[src/rtl/tod_frame_rx.sv]
// Time-of-day frame receiver.
// Parses a byte stream of sync/class/ID/payload/checksum frames. Time and status payload fields
// are captured into shadow registers. A frame whose XOR checksum matches is committed. Each
// synchronised PPS rising edge then publishes the committed time. If no fresh frame has arrived,
// the published time free-runs in holdover instead.
// Ports:
//   clk_125m_i, rst_n          - single clock, asynchronous active-low reset
//   pps_i                      - asynchronous PPS, rising edge used
//   din_i / din_vld_i          - byte stream with one-cycle qualifier
//   week_o, week_sec_o         - published GPS week / second-of-week
//   leap_sec_o, pps_state_o,
//   pps_precision_o,
//   timesrc_type_o             - published auxiliary fields
//   tod_valid_o, holdover_o    - time validity / holdover indication
//   frame_ok_o, frame_err_o    - one-cycle pulses per accepted / rejected frame
//   chk_err_cnt_o              - saturating checksum-error count
module tod_frame_rx #(
  parameter logic [7:0]  SYNC0    = 8'h43,
  parameter logic [7:0]  SYNC1    = 8'h4D,
  parameter logic [7:0]  CLS      = 8'h01,
  parameter logic [7:0]  ID_TIME  = 8'h20,
  parameter logic [7:0]  ID_STAT  = 8'h03,
  parameter int unsigned MSG_LEN  = 19,
  parameter int unsigned BYTE_TO  = 12500,
  parameter int unsigned HOLD_MAX = 8
) (
  input  logic        clk_125m_i,
  input  logic        rst_n,
  input  logic        pps_i,
  input  logic [7:0]  din_i,
  input  logic        din_vld_i,
  output logic [15:0] week_o,
  output logic [31:0] week_sec_o,
  output logic [7:0]  leap_sec_o,
  output logic [7:0]  pps_state_o,
  output logic [7:0]  pps_precision_o,
  output logic [7:0]  timesrc_type_o,
  output logic        tod_valid_o,
  output logic        holdover_o,
  output logic        frame_ok_o,
  output logic        frame_err_o,
  output logic [15:0] chk_err_cnt_o
);

  localparam logic [31:0] SecMax  = 32'd604799;
  localparam logic [7:0]  LastIdx = 8'(MSG_LEN - 1);
  localparam int unsigned WdW     = $clog2(BYTE_TO + 1);

  typedef enum logic [2:0] {StIdle, StS1, StCl, StId, StPayT, StPayS} state_e;

  state_e         state_q, state_d;
  logic [7:0]     cnt_q, cnt_d;
  logic [7:0]     chk_q, chk_d;
  logic [WdW-1:0] wd_q, wd_d;

  // Shadow (in-flight) fields
  logic [31:0] sh_sec_q, sh_sec_d;
  logic [15:0] sh_week_q, sh_week_d;
  logic [7:0]  sh_leap_q, sh_leap_d, sh_pst_q, sh_pst_d, sh_prec_q, sh_prec_d, sh_ts_q, sh_ts_d;

  // Committed fields
  logic [31:0] c_sec_q, c_sec_d;
  logic [15:0] c_week_q, c_week_d;
  logic [7:0]  c_leap_q, c_leap_d, c_pst_q, c_pst_d, c_prec_q, c_prec_d, c_ts_q, c_ts_d;

  logic        commit_t_q, commit_t_d, commit_s_q, commit_s_d;
  logic        fresh_q, fresh_d;
  logic [7:0]  hold_cnt_q, hold_cnt_d;

  // Published outputs
  logic [15:0] week_q, week_d, err_cnt_q, err_cnt_d;
  logic [31:0] week_sec_q, week_sec_d;
  logic [7:0]  leap_q, leap_d, pst_q, pst_d, prec_q, prec_d, ts_q, ts_d;
  logic        tod_valid_q, tod_valid_d, holdover_q, holdover_d;
  logic        frame_ok_q, frame_ok_d, frame_err_q, frame_err_d;

  logic pps_meta_q, pps_sync_q, pps_dly_q, pps_l2h;

  assign pps_l2h = pps_sync_q & ~pps_dly_q;

  // Frame parser
  always_comb begin
    state_d     = state_q;
    cnt_d       = cnt_q;
    chk_d       = chk_q;
    wd_d        = wd_q;
    sh_sec_d    = sh_sec_q;
    sh_week_d   = sh_week_q;
    sh_leap_d   = sh_leap_q;
    sh_pst_d    = sh_pst_q;
    sh_prec_d   = sh_prec_q;
    sh_ts_d     = sh_ts_q;
    commit_t_d  = 1'b0;
    commit_s_d  = 1'b0;
    frame_ok_d  = 1'b0;
    frame_err_d = 1'b0;
    err_cnt_d   = err_cnt_q;

    // Inter-byte watchdog; a timeout abandons the frame without touching the error count.
    if (state_q == StIdle || din_vld_i) begin
      wd_d = '0;
    end else if (wd_q == WdW'(BYTE_TO - 1)) begin
      wd_d        = '0;
      state_d     = StIdle;
      frame_err_d = 1'b1;
    end else begin
      wd_d = wd_q + 1'b1;
    end

    if (din_vld_i) begin
      unique case (state_q)
        StIdle: if (din_i == SYNC0) state_d = StS1;
        StS1:   state_d = (din_i == SYNC1) ? StCl : StIdle;
        StCl: begin
          if (din_i == CLS) begin
            state_d = StId;
            chk_d   = din_i;
          end else begin
            state_d = StIdle;
          end
        end
        StId: begin
          cnt_d = '0;
          chk_d = chk_q ^ din_i;
          if (din_i == ID_TIME)      state_d = StPayT;
          else if (din_i == ID_STAT) state_d = StPayS;
          else                       state_d = StIdle;
        end
        StPayT, StPayS: begin
          if (cnt_q == LastIdx) begin
            state_d = StIdle;
            if (din_i == chk_q) begin
              frame_ok_d = 1'b1;
              commit_t_d = (state_q == StPayT);
              commit_s_d = (state_q == StPayS);
            end else begin
              frame_err_d = 1'b1;
              if (err_cnt_q != 16'hFFFF) err_cnt_d = err_cnt_q + 16'd1;
            end
          end else begin
            chk_d = chk_q ^ din_i;
            cnt_d = cnt_q + 8'd1;
          end
          if (state_q == StPayT) begin
            case (cnt_q)
              8'd2:    sh_sec_d[31:24] = din_i;
              8'd3:    sh_sec_d[23:16] = din_i;
              8'd4:    sh_sec_d[15:8]  = din_i;
              8'd5:    sh_sec_d[7:0]   = din_i;
              8'd10:   sh_week_d[15:8] = din_i;
              8'd11:   sh_week_d[7:0]  = din_i;
              8'd12:   sh_leap_d       = din_i;
              8'd13:   sh_pst_d        = din_i;
              8'd14:   sh_prec_d       = din_i;
              default: ;
            endcase
          end else if (cnt_q == 8'd2) begin
            sh_ts_d = din_i;
          end
        end
        default: state_d = StIdle;
      endcase
    end
  end

  // Commit and PPS publication. A PPS coinciding with a commit sees the pre-commit values.
  always_comb begin
    c_sec_d     = c_sec_q;
    c_week_d    = c_week_q;
    c_leap_d    = c_leap_q;
    c_pst_d     = c_pst_q;
    c_prec_d    = c_prec_q;
    c_ts_d      = c_ts_q;
    fresh_d     = fresh_q;
    hold_cnt_d  = hold_cnt_q;
    week_d      = week_q;
    week_sec_d  = week_sec_q;
    leap_d      = leap_q;
    pst_d       = pst_q;
    prec_d      = prec_q;
    ts_d        = ts_q;
    tod_valid_d = tod_valid_q;
    holdover_d  = holdover_q;

    if (commit_t_q) begin
      c_sec_d  = sh_sec_q;
      c_week_d = sh_week_q;
      c_leap_d = sh_leap_q;
      c_pst_d  = sh_pst_q;
      c_prec_d = sh_prec_q;
    end
    if (commit_s_q) c_ts_d = sh_ts_q;

    if (pps_l2h) begin
      fresh_d = 1'b0;
      leap_d  = c_leap_q;
      pst_d   = c_pst_q;
      prec_d  = c_prec_q;
      ts_d    = c_ts_q;
      if (fresh_q) begin
        if (c_sec_q == SecMax) begin
          week_sec_d = '0;
          week_d     = c_week_q + 16'd1;
        end else begin
          week_sec_d = c_sec_q + 32'd1;
          week_d     = c_week_q;
        end
        hold_cnt_d  = '0;
        holdover_d  = 1'b0;
        tod_valid_d = 1'b1;
      end else begin
        if (week_sec_q == SecMax) begin
          week_sec_d = '0;
          week_d     = week_q + 16'd1;
        end else begin
          week_sec_d = week_sec_q + 32'd1;
        end
        holdover_d = 1'b1;
        if (hold_cnt_q != 8'hFF) hold_cnt_d = hold_cnt_q + 8'd1;
        if (32'(hold_cnt_d) > HOLD_MAX) tod_valid_d = 1'b0;
      end
    end
    if (commit_t_q) fresh_d = 1'b1;
  end

  always_ff @(posedge clk_125m_i or negedge rst_n) begin
    if (!rst_n) begin
      pps_meta_q  <= 1'b0;
      pps_sync_q  <= 1'b0;
      pps_dly_q   <= 1'b0;
      state_q     <= StIdle;
      cnt_q       <= '0;
      chk_q       <= '0;
      wd_q        <= '0;
      sh_sec_q    <= '0;
      sh_week_q   <= '0;
      sh_leap_q   <= '0;
      sh_pst_q    <= '0;
      sh_prec_q   <= '0;
      sh_ts_q     <= '0;
      c_sec_q     <= '0;
      c_week_q    <= '0;
      c_leap_q    <= '0;
      c_pst_q     <= '0;
      c_prec_q    <= '0;
      c_ts_q      <= '0;
      commit_t_q  <= 1'b0;
      commit_s_q  <= 1'b0;
      fresh_q     <= 1'b0;
      hold_cnt_q  <= '0;
      week_q      <= '0;
      week_sec_q  <= '0;
      leap_q      <= '0;
      pst_q       <= '0;
      prec_q      <= '0;
      ts_q        <= '0;
      tod_valid_q <= 1'b0;
      holdover_q  <= 1'b0;
      frame_ok_q  <= 1'b0;
      frame_err_q <= 1'b0;
      err_cnt_q   <= '0;
    end else begin
      pps_meta_q  <= pps_i;
      pps_sync_q  <= pps_meta_q;
      pps_dly_q   <= pps_sync_q;
      state_q     <= state_d;
      cnt_q       <= cnt_d;
      chk_q       <= chk_d;
      wd_q        <= wd_d;
      sh_sec_q    <= sh_sec_d;
      sh_week_q   <= sh_week_d;
      sh_leap_q   <= sh_leap_d;
      sh_pst_q    <= sh_pst_d;
      sh_prec_q   <= sh_prec_d;
      sh_ts_q     <= sh_ts_d;
      c_sec_q     <= c_sec_d;
      c_week_q    <= c_week_d;
      c_leap_q    <= c_leap_d;
      c_pst_q     <= c_pst_d;
      c_prec_q    <= c_prec_d;
      c_ts_q      <= c_ts_d;
      commit_t_q  <= commit_t_d;
      commit_s_q  <= commit_s_d;
      fresh_q     <= fresh_d;
      hold_cnt_q  <= hold_cnt_d;
      week_q      <= week_d;
      week_sec_q  <= week_sec_d;
      leap_q      <= leap_d;
      pst_q       <= pst_d;
      prec_q      <= prec_d;
      ts_q        <= ts_d;
      tod_valid_q <= tod_valid_d;
      holdover_q  <= holdover_d;
      frame_ok_q  <= frame_ok_d;
      frame_err_q <= frame_err_d;
      err_cnt_q   <= err_cnt_d;
    end
  end

  assign week_o          = week_q;
  assign week_sec_o      = week_sec_q;
  assign leap_sec_o      = leap_q;
  assign pps_state_o     = pst_q;
  assign pps_precision_o = prec_q;
  assign timesrc_type_o  = ts_q;
  assign tod_valid_o     = tod_valid_q;
  assign holdover_o      = holdover_q;
  assign frame_ok_o      = frame_ok_q;
  assign frame_err_o     = frame_err_q;
  assign chk_err_cnt_o   = err_cnt_q;

endmodule

[config.mk]
export PLATFORM = sky130hd
export DESIGN_NAME = tod_frame_rx
export DESIGN_NICKNAME = d
export VERILOG_FILES = /design/src/rtl/tod_frame_rx.sv
export SDC_FILE = /design/constraint.sdc
export NUM_CORES = 1
export LEC_CHECK = 0
export BUFFER_PORTS_ARGS = -buffer_cell sky130_fd_sc_hd__buf_2
export CORE_MARGIN = 2
export CORE_UTILIZATION = 35
export DETAILED_ROUTE_END_ITERATION = 10
export PLACE_DENSITY = 0.63
export SLEW_MARGIN = 20
export SYNTH_ARGS = -nofsm -noshare
export SYNTH_HDL_FRONTEND = slang
export SYNTH_SLANG_ARGS = --single-unit
[constraint.sdc]
create_clock -name clk_125m_i -period 2.4 [get_ports clk_125m_i]
set_input_delay 0.48 -clock clk_125m_i [delete_from_list [all_inputs] [get_ports clk_125m_i]]
set_output_delay 0.48 -clock clk_125m_i [all_outputs]
set_load 0.01 [all_outputs]
Word level (Yosys, flattened, before mapping)
Cells that the tools add are included.
- register bits after elaboration: 307
- logic and storage cells: 153
- output and inout port bits: 100
- bits of input ports: 12
- order comparisons: 1
- eq/ne operators: 28
- reductions and logical operators: 23
- mux-type cells: 50
- add/subtract/negate cells: 8
- bitwise operators: 5
- operators by type and width (kind ; number):
    $mux 32 ; 3
    $add 32x1->32 const B ; 2
    $eq 32x20->1 const B ; 2
    $mux 8 ; 7
    $add 16x1->16 const B ; 3
    $mux 16 ; 3
    $reduce_and 4->1 ; 11
    $eq 8x4->1 const B ; 5
    $mux 14 ; 2
    $eq 8x2->1 const B ; 3
    $pmux 8 s3 ; 1
    $mux 1 ; 23
    $mux 3 ; 7
    $add 8x1->8 const B ; 2
    $eq 8x3->1 const B ; 2
    $eq 8x7->1 const B ; 2
    $ne 16x16->1 const B ; 1
    $pmux 8 s2 ; 1
    $pmux 3 s5 ; 1
    $add 14x1->14 const B ; 1
    $eq 14x14->1 const B ; 1
    $eq 8x1->1 const B ; 1
    $eq 8x5->1 const B ; 1
    $eq 8x6->1 const B ; 1
    other kinds (19) ; 29

Depth between registers and ports, before layout
Gate-level depths: netlist (run 1).
- depth in word-level cells: 7
- gate-level depth with buffers: 10
- mapped depth without buffers: 8

Worst setup path before layout (run 1)
No wires, ideal clock.
- path kind: register -> register
- start: reg cnt_q[0]
- end: reg err_cnt_q[4], in the netlist chk_err_cnt_o[4]
- period minus slack after synthesis: 2.401 ns
- cell stages (with the launch flop): 10
- required time: 2.274 ns
- path buffers: 1
- setup time: 0.126 ns
- data arrival time: 2.275 ns
- path slack: -0.001 ns
- cell sequence: dfrtp_1 inv_1 ha_1 or4b_4 nor3_4 o211ai_1 a31oi_4 buf_6 nand4_1 xnor2_1
- word-level cells in the longest chain between the ends: 2
- ends and longest elaborated chain (element ; RTL line ; source):
    from (decl) ; 52 ; logic [7:0] cnt_q, cnt_d;
    from (signal assigned) ; 267 ; cnt_q <= cnt_d;
    $eq 8x5->1 ; 130 ; if (cnt_q == LastIdx) begin
    $reduce_and 5->1 (no source line) ; n/a ;
    to (signal assigned) ; 296 ; err_cnt_q <= err_cnt_d;
    to (decl) ; 71 ; logic [15:0] week_q, week_d, err_cnt_q, err_cnt_d;
Every way passes these cells.
A chain may end at the register's enable or synchronous reset.

Worst setup path after layout (run 1)
- start: reg week_sec_q[28], in the netlist week_sec_o[28]
- end: reg week_q[11], in the netlist week_o[11]
- word-level cells in the longest chain between the ends: 3
- ends and longest elaborated chain (element ; RTL line ; source):
    from (decl) ; 72 ; logic [31:0] week_sec_q, week_sec_d;
    from (signal assigned) ; 287 ; week_sec_q <= week_sec_d;
    $eq 32x20->1 ; 212 ; if (week_sec_q == SecMax) begin
    $reduce_bool 2->1 (no source line) ; n/a ;
    $reduce_and 2->1 (no source line) ; n/a ;
    to (signal assigned) ; 286 ; week_q <= week_d;
    to (decl) ; 71 ;
Every way passes these cells.

==> impl_metrics.env, run 1 <==
export IMPL_start_util_pct=35.31
export IMPL_track_usage_pct=17.48
export IMPL_synth_warnings=0
export IMPL_async_reset_ff_share_pct=100.0
export IMPL_h_tree_depth=2
export IMPL_synthCells=1388
export IMPL_comb_power_share_pct=5.4
export IMPL_die_w_um=209.5
export IMPL_num_rows=75
export IMPL_switchingPower_mw=2.675
export IMPL_ff_latch_area_mm2=0.007684
export IMPL_ys_seq_area_share_pct=51.99
export IMPL_cts_buffers=35
export IMPL_fmax_ghz=0.4325
export IMPL_cp_max_fo=5
export IMPL_hp_class="input pin to register"
export IMPL_finalCritPeriodShare_pct=96.33
export IMPL_synth_cell_type_count=70
export IMPL_worstSetupStartpointType="register"
export IMPL_overflow=0
export IMPL_synth_largest_area_cell="dfrtp_1"
export IMPL_end_kind="register"
export IMPL_maxSlewViolCount=0
export IMPL_root_buffer="clkbuf_16"
export IMPL_grt_setup_unrepaired="yes"
export IMPL_swShare_pct=22.93
export IMPL_ant_nets=0
export IMPL_arrival_ns=2.71
export IMPL_final_nets=1596
export IMPL_via_count=11470
export IMPL_criticalPathCategory="register to register"
export IMPL_finalSetupViolCount=0
export IMPL_num_fill_cells=3966
export IMPL_wl_per_cell_um=17.81
export IMPL_io_buffers=111
export IMPL_synthTopCellsByArea="dfrtp_1, mux2_2, nand2_1"
export IMPL_drt_iter0_markers=829
export IMPL_cap_violations=0
export IMPL_hpwl_mm=26.27
export IMPL_drc_errors=0
export IMPL_synthTopCellsByCount="dfrtp_1, nand2_1, mux2_2"
export IMPL_synth_avg_cell_area_um2=10.65
export IMPL_grt_max_degree=75
export IMPL_grt_pass1_wl_mm=62.11
export IMPL_firstDrtPassIters=6
export IMPL_tightestPinTransition_ns=0.8424
export IMPL_synth_top_area_share_pct=51.99
export IMPL_leakage_nw=8.579
export IMPL_cts_buffer_depth=3
export IMPL_ios=112
export IMPL_drt_total_wl_mm=38.10
export IMPL_share_seq_of_total_power_pct=45.8
export IMPL_netlist_area_mm2=0.01478
export IMPL_cellPowerDensity_mw_per_mm2=649.4
export IMPL_clock_skew_ns=0.02097
export IMPL_synth_fp_nets=1411
export IMPL_syn_to_final_growth_pct=21.53
export IMPL_cts_clk_slew_worst_paths_ns=0.06
export IMPL_synthFlopType="dfrtp_1"
export IMPL_post_route_util_pct=42.91
export IMPL_crit_required_ns=2.80
export IMPL_period_needed_ns=2.312
export IMPL_yosysMostFrequentCell="dfrtp_1"
export IMPL_peakVddDrop_mv=0.4380
export IMPL_status="finished, final reports clean"
export IMPL_yosys_register_bits=307
export IMPL_die_area_mm2=0.04388
export IMPL_drive_above_1_share_pct=29.10
export IMPL_clock_sinks=307
export IMPL_final_setup_tns_ns=0
export IMPL_pwr_share_clk_pct=48.9
export IMPL_place_congestion=0.8893
export IMPL_slew_headroom_pct=43.84
export IMPL_synth_edf_count=0
export IMPL_core_mm2=0.04185
export IMPL_die_h_um=209.5
export IMPL_vias_per_cell=5.363
export IMPL_cts_tree="done"
export IMPL_worstSkewPairLatency_ns=0.52
export IMPL_p_int_mw=8.988
export IMPL_hold_viol_final=0
export IMPL_multiInputGateArea_mm2=0.006726
export IMPL_grt_pass1_vias=11340
export IMPL_grt_antenna_before_repair=2
==> worst max-delay path, cell delays in order (launching register included) <==
cell      delay (ns)
dfrtp_1         0.37
nor4_1          0.42
and4_1          0.37
and4_2          0.35
buf_4           0.16
nand4_1         0.10
mux2i_1         0.13
a221oi_1        0.29
==> cell families after synthesis <==
group | synth area share, %
simple gates | 18.03
flops | 51.99
compound gates | 8.578
mux | 12.73
buf+inv | 2.710
xor+xnor | 5.038
fa+ha+maj | 0.9314
==> path summary, 6_finish.rpt <==
path | startpoint | endpoint | slack (ns) | cells past startpoint
setup / recovery | week_sec_o[28]$_DFFE_PN0P_ | week_o[11]$_DFFE_PN0P_ | 0.09 | 7
min in group asynchronous | rst_n | wd_q[0]$_DFF_PN0_ | 0.48 | 2
setup reg to reg | week_sec_o[28]$_DFFE_PN0P_ | week_o[11]$_DFFE_PN0P_ | 0.09 | 7
hold reg to reg | pps_meta_q$_DFF_PN0_ | pps_sync_q$_DFF_PN0_ | 0.36 | 0
max in group asynchronous | rst_n | hold_cnt_q[5]$_DFFE_PN0P_ | 1.13 | 4
hold / removal | pps_i | pps_meta_q$_DFF_PN0_ | 0.08 | 1
==> through the flow <==
| stage | area [um^2] | cells | power [mW] | hold WS (ns) | setup WS, ns |
|---|---|---|---|---|---|
| finish | 17960 | 2139 | 11.66 | 0.07800 | 0.08805 |
| global route | 17960 | 2138 | 12.11 | 0.05917 | -0.1079 |
| CTS | 17910 | 2135 | 11.81 | 0.05704 | 0.02661 |
| detailed placement | 16670 | 2072 | 6.061 | 0.3418 | 0.02034 |
| global placement | 16670 | 2072 | 6.042 | 0.3448 | 0.03557 |
| floorplan | 14780 | 1388 | 5.721 | 0.1844 | 0.01723 |
==> power by group through the flow <==
| stage | clock network (mW) | logic (mW) | registers, mW |
|---|---|---|---|
| after floorplan | 0 | 0.290 | 5.43 |
| after detailed placement | 0 | 0.630 | 5.43 |
| final | 5.70 | 0.625 | 5.34 |
| after global routing | 6.06 | 0.703 | 5.35 |
| after global placement | 0 | 0.616 | 5.43 |
| after CTS | 5.84 | 0.634 | 5.34 |
==> layer usage <==
metal / GRT usage, % / vias to the layer above / share of wire (%)
li1: - / 5397 / -
met1: 24.43 / 5723 / 46
met2: 27.99 / 287 / 47
met3: 3.471 / 63 / 5.6
met4: 4.304 / 2 / 1.7
met5: 0 / - / 0.029
==> sequential cells by signal (all words and copies together) (netlist names), 3 cells and up <==
signal,cells
c_sec_q,32
sh_sec_q,32
week_sec_o,32
c_week_q,16
chk_err_cnt_o,16
sh_week_q,16
week_o,16
wd_q,14
c_leap_q,8
c_prec_q,8
c_pst_q,8
c_ts_q,8
chk_q,8
cnt_q,8
hold_cnt_q,8
leap_sec_o,8
pps_precision_o,8
pps_state_o,8
sh_leap_q,8
sh_prec_q,8
sh_pst_q,8
sh_ts_q,8
timesrc_type_o,8
state_q,3
==> layout by cell type (no fill, tap or decap), drive strengths merged, types with 14 or more instances in the layout <==
| cell | instances |
|---|---|
| a31oi | 14 |
| a21oi | 40 |
| dfrtp | 307 |
| and2 | 16 |
| nand3 | 66 |
| nor2 | 68 |
| nand2 | 189 |
| nand4 | 52 |
| xnor2 | 53 |
| and4 | 14 |
| nor3 | 23 |
| inv | 24 |
| nor4 | 21 |
| buf | 227 |
| o21ai | 49 |
| clkbuf | 48 |
| xor2 | 32 |
| mux2 | 159 |
| and3 | 34 |
==> timing repair <==
action	CTS	global route
setup endpoints to repair	0	21
setup buffers	0	2
endpoints found under the hold margin	55	0
hold buffers	1	0
resized for setup	0	6
==> cell type report <==
class,count,area share [%]
sequential,307,42.79
tap,539,3.755
timing repair buffer,228,8.632
multi-input combinational,979,37.46
inverter,22,0.4598
antenna,2,0.02787
clock inverter,14,1.226
clock buffer,48,5.657
(Power assumes the default switching activity.)
==> run 2, diff against run 1 <==
--- a/config.mk
+++ b/config.mk
@@ -6,10 +6,11 @@
 export NUM_CORES = 1
 export LEC_CHECK = 0
 export BUFFER_PORTS_ARGS = -buffer_cell sky130_fd_sc_hd__buf_2
+export CORE_ASPECT_RATIO = 1.5
 export CORE_MARGIN = 2
 export CORE_UTILIZATION = 35
 export DETAILED_ROUTE_END_ITERATION = 10
-export PLACE_DENSITY = 0.63
+export PLACE_DENSITY = 0.61
 export SLEW_MARGIN = 20
 export SYNTH_ARGS = -nofsm -noshare
 export SYNTH_HDL_FRONTEND = slang
==> constraint.sdc (replaced) <==
create_clock -name clk_125m_i -period 2.59 [get_ports clk_125m_i]
set_input_delay 0.1295 -clock clk_125m_i [delete_from_list [all_inputs] [get_ports clk_125m_i]]
set_output_delay 0.1295 -clock clk_125m_i [all_outputs]
set_load 0.01 [all_outputs]
==> impl_metrics.env, run 2 (synthesized netlist as in run 1, its figures left out) <==
export IMPL_worstSetupStartpointType="register"
export IMPL_via_count=11260
export IMPL_drc_errors=0
export IMPL_grt_met1_usage_pct=21.87
export IMPL_clock_sinks=307
export IMPL_die_w_um=171.8
export IMPL_arrival_ns=2.86
export IMPL_vias_per_cell=5.325
export IMPL_final_setup_tns_ns=0
export IMPL_grt_setup_unrepaired="no"
export IMPL_layout_commonest_cell="dfrtp_1"
export IMPL_cellPowerDensity_mw_per_mm2=613.8
export IMPL_h_tree_depth=1
export IMPL_end_kind="register"
export IMPL_leakage_nw=8.320
export IMPL_place_congestion=0.8866
export IMPL_clock_skew_ns=0.02410
export IMPL_cp_max_fo=6
export IMPL_wl_per_cell_um=18.00
export IMPL_peakVddDrop_mv=0.4497
export IMPL_hpwl_mm=26.75
export IMPL_finalSetupViolCount=0
export IMPL_io_buffers=111
export IMPL_hold_depth=3
export IMPL_maxSlewViolCount=0
export IMPL_drt_iter0_markers=738
export IMPL_cts_clk_slew_worst_paths_ns=0.07
export IMPL_slew_headroom_pct=38.69
export IMPL_grt_antenna_before_repair=0
export IMPL_grt_pass1_vias=11640
export IMPL_firstDrtPassIters=5
export IMPL_status="finished, final reports clean"
export IMPL_die_area_mm2=0.04391
export IMPL_worstSkewPairLatency_ns=0.58
export IMPL_finalCritPeriodShare_pct=93.57
export IMPL_cts_buffers=31
export IMPL_overflow=0
export IMPL_grt_pass1_wl_mm=62.69
export IMPL_syn_to_final_growth_pct=19.14
export IMPL_drive_above_1_share_pct=26.63
export IMPL_die_h_um=255.7
export IMPL_root_buffer="clkbuf_16"
export IMPL_crit_required_ns=3.03
export IMPL_hp_class="input pin to register"
export IMPL_dp_cells=2051
export IMPL_finalNonFillerCells=2115
export IMPL_period_needed_ns=2.423
export IMPL_drt_total_wl_mm=38.07
export IMPL_reg2reg_depth=7
export IMPL_grt_max_degree=76
export IMPL_cap_violations=0
export IMPL_start_util_pct=35.27
export IMPL_track_usage_pct=17.73
export IMPL_cts_buffer_depth=3
export IMPL_grtUsageMet2_pct=31.11
export IMPL_final_nets=1549
export IMPL_core_mm2=0.04190
export IMPL_tightestPinTransition_ns=0.9163
export IMPL_grt_util_met3_pct=2.567
export IMPL_hold_worst_slack_ns=0.06465
export IMPL_num_antenna_cells=0
export IMPL_criticalPathCategory="register to register"
export IMPL_top_usage_layer="met2"
export IMPL_cts_tree="done"
export IMPL_fmax_ghz=0.4126
export IMPL_hold_viol_final=0
export IMPL_final_area_mm2=0.01761
export IMPL_num_rows=92
export IMPL_ant_nets=0
export IMPL_final_cell_mix="dfrtp_1, nand2_1, mux2_2, buf_2, nor2_1"
export IMPL_ios=112
export IMPL_place_area_mm2=0.01633
export IMPL_num_fill_cells=4112
-- run 2: changes by cell type in the layout (fill, tap and decap cells not counted), moves of 2 or more --
cell	delta
buf_12	-2
buf_4	-45
bufinv_16	+5
clkbuf_1	-3
clkbuf_16	-5
clkbuf_8	-5
clkinvlp_4	+2
diode_2	-2
dlygate4sd3_1	+5
inv_6	+4
-- run 2: worst paths after layout --
kind | from | end | slack, ns
setup / recovery | c_sec_q[25]$_DFFE_PN0P_ | week_sec_o[20]$_DFFE_PN0P_ | 0.17
hold / removal | din_i[0] | chk_q[0]$_DFFE_PN0P_ | 0.06
setup reg to reg | c_sec_q[25]$_DFFE_PN0P_ | week_sec_o[20]$_DFFE_PN0P_ | 0.17
hold reg to reg | pps_meta_q$_DFF_PN0_ | pps_sync_q$_DFF_PN0_ | 0.36
max in group asynchronous | rst_n | c_sec_q[30]$_DFFE_PN0P_ | 1.63
min in group asynchronous | rst_n | pps_state_o[3]$_DFFE_PN0P_ | 0.08
-- run 2: cell type report --
class                   count  area, um^2  share of cell area (%)
flip-flops and latches    307        7684                   43.64
multi-input cells         979        6713                   38.13
repair buffers            185        1211                   6.879
clock buffers              35       810.8                   4.605
well taps                 564       705.7                   4.008
clock inverters            23       399.1                   2.267
inverters                  22       82.58                  0.4691
-- run 2: timing repair --
item	CTS	global route
buffers inserted	0	0
hold buffers	6	0
endpoints found under the setup margin	0	4
hold endpoints to repair	82	0
gates resized for setup	0	2
-- run 2: worst max-delay path: stages, from the launching register on --
cell     delay (ns)
dfrtp_1        0.43
nor4_1         0.47
nand3_1        0.27
or3_1          0.52
nand2_1        0.21
buf_4          0.19
o32a_1         0.12
o21ai_0        0.09
-- run 2: where the power goes --
group          internal, mW  switching [mW]
Combinational         0.184           0.353
Sequential             4.86           0.100
Clock                  3.28            2.04
Total                  8.32            2.49
-- run 2: routing by layer --
metal	part of all wire, %	vias to the layer above
met5	0	-
met4	3.3	0
met3	4.7	78
met2	51	283
met1	41	5620
li1	-	5282
-- run 2: metrics by stage --
| stage | total power, mW | worst slack (ns) | util, % |
|---|---|---|---|
| 6_report | 10.81 | 0.1666 | 42.02 |
| 2_1_floorplan | 5.301 | 0.1888 | - |
| 5_1_grt | 11.22 | 0.001049 | 42.02 |
| 3_3_place_gp | 5.564 | 0.2274 | 38.97 |
| 3_5_place_dp | 5.581 | 0.1105 | 38.97 |
| 4_1_cts | 10.96 | 0.1023 | 42.00 |
